`src/rtl/systolic_controller_if.sv`:
```
// State type shared with the bench, plus the single-port memory bus used by the systolic controller.
package SystolicTypes;
  typedef enum logic [2:0] {
    IDLE             = 3'd0,
    WAITING_MEMORY_A = 3'd1,
    WAITING_MEMORY_B = 3'd2,
    COMPUTE          = 3'd3,
    WRITEBACK        = 3'd4
  } state_t;
endpackage

interface systolic_controller_if #(parameter int WIDTH = 16);
  logic [11:0]      mem_addr;
  logic [WIDTH-1:0] mem_wdata;
  logic             mem_write;
  logic [WIDTH-1:0] mem_rdata;

  modport master (output mem_addr, output mem_wdata, output mem_write, input mem_rdata);
  modport slave  (input mem_addr, input mem_wdata, input mem_write, output mem_rdata);
endinterface

```
`src/rtl/systolic_controller.sv`:
```
// Sequential matrix-multiply controller: fetches A/B elements one at a time over a
// single-port memory, accumulates dot products and writes saturated C elements back.
//
// state            | meaning
// IDLE             | waiting for a valid start request
// WAITING_MEMORY_A | address A[i][k] on the bus
// WAITING_MEMORY_B | address B[k][j] on the bus, capture A element
// COMPUTE          | multiply-accumulate with the B element
// WRITEBACK        | write saturated C[i][j], advance j/i
module systolic_controller
  import SystolicTypes::*;
#(
  parameter int WIDTH = 16
) (
  input  logic                         clk,
  input  logic                         rst,
  input  logic                         new_data,
  input  logic [11:0]                  addr_A,
  input  logic [11:0]                  addr_B,
  input  logic [11:0]                  addr_C,
  input  logic [8:0]                   matrix_N,
  input  logic                         stepping_enable,
  input  logic                         step,
  systolic_controller_if.master        mem,
  output state_t                       fsm_state,
  output logic [15:0]                  cycle_count,
  output logic [31:0]                  int_ops,
  output logic                         op_done,
  output logic                         overflow
);

  localparam logic [39:0] MAX_VAL = (40'd1 << WIDTH) - 40'd1;

  state_t           state_q, state_d;
  logic [11:0]      addr_a_q, addr_a_d, addr_b_q, addr_b_d, addr_c_q, addr_c_d;
  logic [8:0]       n_q, n_d;
  logic [7:0]       i_q, i_d, j_q, j_d, k_q, k_d;
  logic [WIDTH-1:0] a_q, a_d, b_q, b_d;
  logic [39:0]      acc_q, acc_d;
  logic [15:0]      cyc_q, cyc_d;
  logic [31:0]      ops_q, ops_d;
  logic             done_q, done_d, ovf_q, ovf_d;
  logic             fresh_q, fresh_d;

  logic             advance, start_ok, k_last, j_last, i_last, sat;
  logic [11:0]      i_n, k_n;
  logic [WIDTH-1:0] opnd_b;
  logic [2*WIDTH-1:0] prod;

  assign advance  = !stepping_enable || step;
  assign start_ok = new_data && (matrix_N != 9'd0) && (matrix_N <= 9'd128);
  assign k_last   = ({1'b0, k_q} == n_q - 9'd1);
  assign j_last   = ({1'b0, j_q} == n_q - 9'd1);
  assign i_last   = ({1'b0, i_q} == n_q - 9'd1);
  assign i_n      = 12'(i_q) * 12'(n_q);
  assign k_n      = 12'(k_q) * 12'(n_q);
  assign sat      = acc_q > MAX_VAL;

  // Read data only tracks the address held one cycle earlier, so under a step
  // stall the operand seen on the first cycle of a state is kept in b_q.
  assign opnd_b   = fresh_q ? mem.mem_rdata : b_q;
  assign prod     = {{WIDTH{1'b0}}, a_q} * {{WIDTH{1'b0}}, opnd_b};

  always_comb begin
    state_d       = state_q;
    addr_a_d      = addr_a_q;
    addr_b_d      = addr_b_q;
    addr_c_d      = addr_c_q;
    n_d           = n_q;
    i_d           = i_q;
    j_d           = j_q;
    k_d           = k_q;
    a_d           = a_q;
    b_d           = b_q;
    acc_d         = acc_q;
    ops_d         = ops_q;
    done_d        = done_q;
    ovf_d         = ovf_q;
    cyc_d         = cyc_q;
    mem.mem_addr  = 12'd0;
    mem.mem_wdata = '0;
    mem.mem_write = 1'b0;

    if (state_q != IDLE && cyc_q != 16'hFFFF) cyc_d = cyc_q + 16'd1;

    case (state_q)
      IDLE: begin
        if (start_ok) begin
          addr_a_d = addr_A;
          addr_b_d = addr_B;
          addr_c_d = addr_C;
          n_d      = matrix_N;
          i_d      = 8'd0;
          j_d      = 8'd0;
          k_d      = 8'd0;
          acc_d    = 40'd0;
          cyc_d    = 16'd0;
          ops_d    = 32'd0;
          done_d   = 1'b0;
          ovf_d    = 1'b0;
          state_d  = WAITING_MEMORY_A;
        end
      end
      WAITING_MEMORY_A: begin
        mem.mem_addr = addr_a_q + i_n + 12'(k_q);
        if (advance) state_d = WAITING_MEMORY_B;
      end
      WAITING_MEMORY_B: begin
        mem.mem_addr = addr_b_q + k_n + 12'(j_q);
        if (fresh_q) a_d = mem.mem_rdata;
        if (advance) state_d = COMPUTE;
      end
      COMPUTE: begin
        if (fresh_q) b_d = mem.mem_rdata;
        if (advance) begin
          acc_d = acc_q + 40'(prod);
          ops_d = ops_q + 32'd2;
          if (k_last) begin
            state_d = WRITEBACK;
          end else begin
            k_d     = k_q + 8'd1;
            state_d = WAITING_MEMORY_A;
          end
        end
      end
      WRITEBACK: begin
        mem.mem_write = 1'b1;
        mem.mem_addr  = addr_c_q + i_n + 12'(j_q);
        mem.mem_wdata = sat ? MAX_VAL[WIDTH-1:0] : acc_q[WIDTH-1:0];
        if (advance) begin
          if (sat) ovf_d = 1'b1;
          acc_d = 40'd0;
          k_d   = 8'd0;
          if (j_last) begin
            j_d = 8'd0;
            if (i_last) begin
              done_d  = 1'b1;
              state_d = IDLE;
            end else begin
              i_d     = i_q + 8'd1;
              state_d = WAITING_MEMORY_A;
            end
          end else begin
            j_d     = j_q + 8'd1;
            state_d = WAITING_MEMORY_A;
          end
        end
      end
      default: state_d = IDLE;
    endcase

    fresh_d = (state_d != state_q);
  end

  always_ff @(posedge clk or posedge rst) begin
    if (rst) begin
      state_q  <= IDLE;
      addr_a_q <= 12'd0;
      addr_b_q <= 12'd0;
      addr_c_q <= 12'd0;
      n_q      <= 9'd0;
      i_q      <= 8'd0;
      j_q      <= 8'd0;
      k_q      <= 8'd0;
      a_q      <= '0;
      b_q      <= '0;
      acc_q    <= 40'd0;
      cyc_q    <= 16'd0;
      ops_q    <= 32'd0;
      done_q   <= 1'b0;
      ovf_q    <= 1'b0;
      fresh_q  <= 1'b0;
    end else begin
      state_q  <= state_d;
      addr_a_q <= addr_a_d;
      addr_b_q <= addr_b_d;
      addr_c_q <= addr_c_d;
      n_q      <= n_d;
      i_q      <= i_d;
      j_q      <= j_d;
      k_q      <= k_d;
      a_q      <= a_d;
      b_q      <= b_d;
      acc_q    <= acc_d;
      cyc_q    <= cyc_d;
      ops_q    <= ops_d;
      done_q   <= done_d;
      ovf_q    <= ovf_d;
      fresh_q  <= fresh_d;
    end
  end

  assign fsm_state   = state_q;
  assign cycle_count = cyc_q;
  assign int_ops     = ops_q;
  assign op_done     = done_q;
  assign overflow    = ovf_q;

endmodule

```
`src/flat_wrapper.sv`:
```
// flat-port wrapper written by rule: the top's interface ports become plain ports
module systolic_controller_flat import SystolicTypes::*;
#(
  parameter int WIDTH = 16
)
  (clk, rst, new_data, addr_A, addr_B, addr_C, matrix_N, stepping_enable, step, fsm_state, cycle_count, int_ops, op_done, overflow, mem_mem_addr, mem_mem_wdata, mem_mem_write, mem_mem_rdata);
  systolic_controller_if #(.WIDTH(WIDTH)) mem_i ();
  input  logic clk;
  input  logic rst;
  input  logic new_data;
  input  logic [11:0] addr_A;
  input  logic [11:0] addr_B;
  input  logic [11:0] addr_C;
  input  logic [8:0] matrix_N;
  input  logic stepping_enable;
  input  logic step;
  output state_t fsm_state;
  output logic [15:0] cycle_count;
  output logic [31:0] int_ops;
  output logic op_done;
  output logic overflow;
  output wire logic [$bits(mem_i.mem_addr)-1:0] mem_mem_addr;
  output wire logic [$bits(mem_i.mem_wdata)-1:0] mem_mem_wdata;
  output wire logic [$bits(mem_i.mem_write)-1:0] mem_mem_write;
  input wire logic [$bits(mem_i.mem_rdata)-1:0] mem_mem_rdata;
  assign mem_mem_addr = mem_i.mem_addr;
  assign mem_mem_wdata = mem_i.mem_wdata;
  assign mem_mem_write = mem_i.mem_write;
  assign mem_i.mem_rdata = mem_mem_rdata;
  systolic_controller #(.WIDTH(WIDTH)) u_core (.clk(clk), .rst(rst), .new_data(new_data), .addr_A(addr_A), .addr_B(addr_B), .addr_C(addr_C), .matrix_N(matrix_N), .stepping_enable(stepping_enable), .step(step), .mem(mem_i), .fsm_state(fsm_state), .cycle_count(cycle_count), .int_ops(int_ops), .op_done(op_done), .overflow(overflow));
endmodule
```
`config.mk`:
```
export PLATFORM = sky130hd
export DESIGN_NAME = systolic_controller_flat
export DESIGN_NICKNAME = d
export VERILOG_FILES = /design/src/rtl/systolic_controller_if.sv /design/src/rtl/systolic_controller.sv /design/src/flat_wrapper.sv
export SDC_FILE = /design/constraint.sdc
export NUM_CORES = 2
export LEC_CHECK = 0
export ABC_AREA = 1
export CAP_MARGIN = 5
export CORE_MARGIN = 10
export CORE_UTILIZATION = 50
export CTS_CLUSTER_SIZE = 24
export DETAILED_ROUTE_END_ITERATION = 10
export GPL_TIMING_DRIVEN = 0
export PLACE_DENSITY = 0.74
export SETUP_SLACK_MARGIN = 0.02
export SLEW_MARGIN = 10
export SYNTH_ARGS = -nofsm -noshare
export SYNTH_HDL_FRONTEND = slang
export SYNTH_SLANG_ARGS = --single-unit
```
`constraint.sdc`:
```
create_clock -name clk -period 8.2 [get_ports clk]
set_input_delay 2.05 -clock clk [delete_from_list [all_inputs] [get_ports clk]]
set_output_delay 2.05 -clock clk [all_outputs]
set_load 0.02 [all_outputs]
```
==> reports/qor.csv <==
metric;value;unit
critical_path_arrival;8.42;ns
syn_to_final_growth;14.82;%
fin_skew;0.01766;ns
yosysTopAreaCell;fa_1;
io_buffers;146;
status;finished clean;
routed_wl;80150;um
ant_nets;0;
setup_tns;0;ns
maxCapViolCount;0;
grt_pass1_wl;123800;um
drc;0;
vias;23241;
grt-ovfl-total;0;
synth-edff-count;0;
period_share;97.67;%
clk_latency;0.52;ns
clockBufferDepth;2;
synth_area_leaders;fa_1, dfrtp_1, nand2_1;
die_w;246.8;um
h-tree-depth;4;
placed_cells;4260;
fin_cells;4318;
max_clock_freq;0.1249;GHz
synth_cells;3432;
hold_class;flip-flop to flip-flop;
antenna_found_initial;0;
cts_buffers;17;
async_reset_ff_share;100.0;%
syn-num-nets;4020;
drive_above_1_share;7.119;%
cp_slowest_cell;fa_1;
post_drt_via_cell_ratio;5.382;
boundaryPins;148;
min_period;8.009;ns
maxSlewHeadroom;27.23;%
wl_per_cell;18.56;um
syn_area_per_cell;7.494;um2
final_max_slew_viol_count;0;
place_ws;-0.9675;ns
yosysMostFrequentCell;nand2_1;
synth_ff_type;dfrtp_1;
end_kind;flip-flop;
regToRegSetupSlack;1.29;ns
crit_path_max_incr_delay;0.57;ns
seq_area_frac_synth;18.88;%
path_clk_slew;0.09;ns
nNetsFinal;4213;
cp_top_family;adder cells;
cts_tree;done;
tightest_slew;1.091;ns
grt_usage;26.29;%
crit_path_max_fanout;10;
crit_top_cell;fa_1;
cts_root_buf;clkbuf_16;
clock_sinks;194;
yosysWarnings;0;
ys_seq_elements;194;
syn_area;25720;um2
drt_pass1_iterations;6;
coreArea;51090;um2
fin_ws;0.1911;ns
start_util;50.34;%
die_h;246.8;um
routabilityCongestion;1.001;
hold_viol;0;
yosys.cell_types.count;55;
drt_iter0_drc;2341;
setup_violations;0;
grt_pass1_vias;22603;
required;8.61;ns
num_antenna_cells;0;
critPathLaunchType;input pin;
rows;83;
synth_common_cells;nand2_1, inv_1, fa_1;
synth_top_area_share;25.45;%
path_class;input pin to flip-flop;
hpwlAfterDp;65050;um
grt_max_degree;111;
die-area;60910;um2
path_buf_inv;7;
-- sequential cells by signal, summed over array words and instances (netlist names) --
signal              count
u_core.j_q              8
u_core.addr_c_q        12
u_core.overflow         1
u_core.fsm_state        3
u_core.addr_a_q        12
u_core.i_q              8
u_core.op_done          1
u_core.addr_b_q        12
u_core.cycle_count     16
u_core.fresh_q          1
u_core.acc_q           40
u_core.a_q             16
u_core.int_ops         31
u_core.b_q             16
u_core.n_q              9
u_core.k_q              8
-- through the flow --
step / cell area (um2) / util [%] / hold slack (ns)
after floorplan: 25720 / - / 0.4478
after global placement: 28030 / 54.86 / 0.4616
after detailed placement: 28090 / 54.99 / 0.4676
after CTS: 28910 / 56.58 / 0.4883
after global routing: 29530 / 57.80 / 0.5168
final: 29530 / 57.80 / 0.4853
-- cells by family (layout without fill, tap and decap cells) --
family,Yosys count,count (layout),synth area share [%]
xor gates and xnor gates,79,79,2.719
DFF,194,194,18.88
buffers and inverters,887,1093,13.21
AOI/OAI and AO/OA,374,374,8.158
other,1,1,0.01458
adders and majority gates,522,522,34.94
and+or+nand+nor,1375,1375,22.09
-- repair_timing --
action	4_1_cts	5_1_grt
setup endpoints to repair	26	30
hold buffers	0	0
setup buffers	3	28
resized for setup	73	136
cloned	0	2
pin swaps	3	24
-- layout by cell type, fill, tap and decap left out, types with 6 or more instances in the layout --
cell and instances:
o21bai_1 6, fa_1 325, o22ai_1 21, a21oi_2 9, nor2_1 297, nand3_1 109
nor4_1 19, nor3b_1 7, buf_2 18, a21oi_1 110, inv_1 741, nand2_1 824
dfrtp_2 7, o21ai_0 130, a31oi_1 11, buf_4 37, inv_2 25, o21ai_2 16
clkdlybuf4s50_1 140, xnor2_1 33, buf_6 11, clkinv_1 9, dfrtp_1 187, o21ai_1 20
nand4_1 24, ha_4 15, xor2_1 41, nand2_2 18, ha_1 178, nor3_1 27
o31ai_1 21, nand3_2 7, nand3b_1 9, clkbuf_1 49, clkbuf_16 17, nor2_2 10
-- final cells by class --
cell class | instances | area (um2)
clock buffers | 17 | 425.4
well taps | 680 | 850.8
multi-input cells | 2351 | 17880
plain buffers | 98 | 574.3
clock inverters | 15 | 198.9
repair buffers | 180 | 1773
fillers | 4755 | 21560
inverters | 782 | 2958
flip-flops and latches | 194 | 4863
repair inverters | 1 | 5.005
-- layer usage --
layer	GRT usage, %	vias to the layer above	part of all wire (%)
met5	0	-	0
met4	11.37	0	4.7
met3	5.147	197	8.5
met2	42.83	1041	47
met1	33.61	11181	40
li1	-	10822	-
-- worst paths after layout --
check	startpoint	to	depth (start not counted)
worst max register to register	u_core.fresh_q	u_core.acc_q[39]	24
worst max-delay path	mem_mem_rdata[6]	u_core.acc_q[39]	26
worst min-delay path	u_core.addr_b_q[1]	u_core.addr_b_q[1]	2
max in group asynchronous	rst	u_core.acc_q[31]	4
min in group asynchronous	rst	u_core.cycle_count[12]	2
worst min register to register	u_core.addr_b_q[1]	u_core.addr_b_q[1]	2
-- worst min-delay path, cell delays in order (launching register included) --
cell and delay [ns]:
dfrtp_1 0.35, nand2_1 0.05, nand2_1 0.05
Power is left out: the tool's default activity adds up to more than one toggle a clock period on the data nets, which glitch-free logic cannot reach.
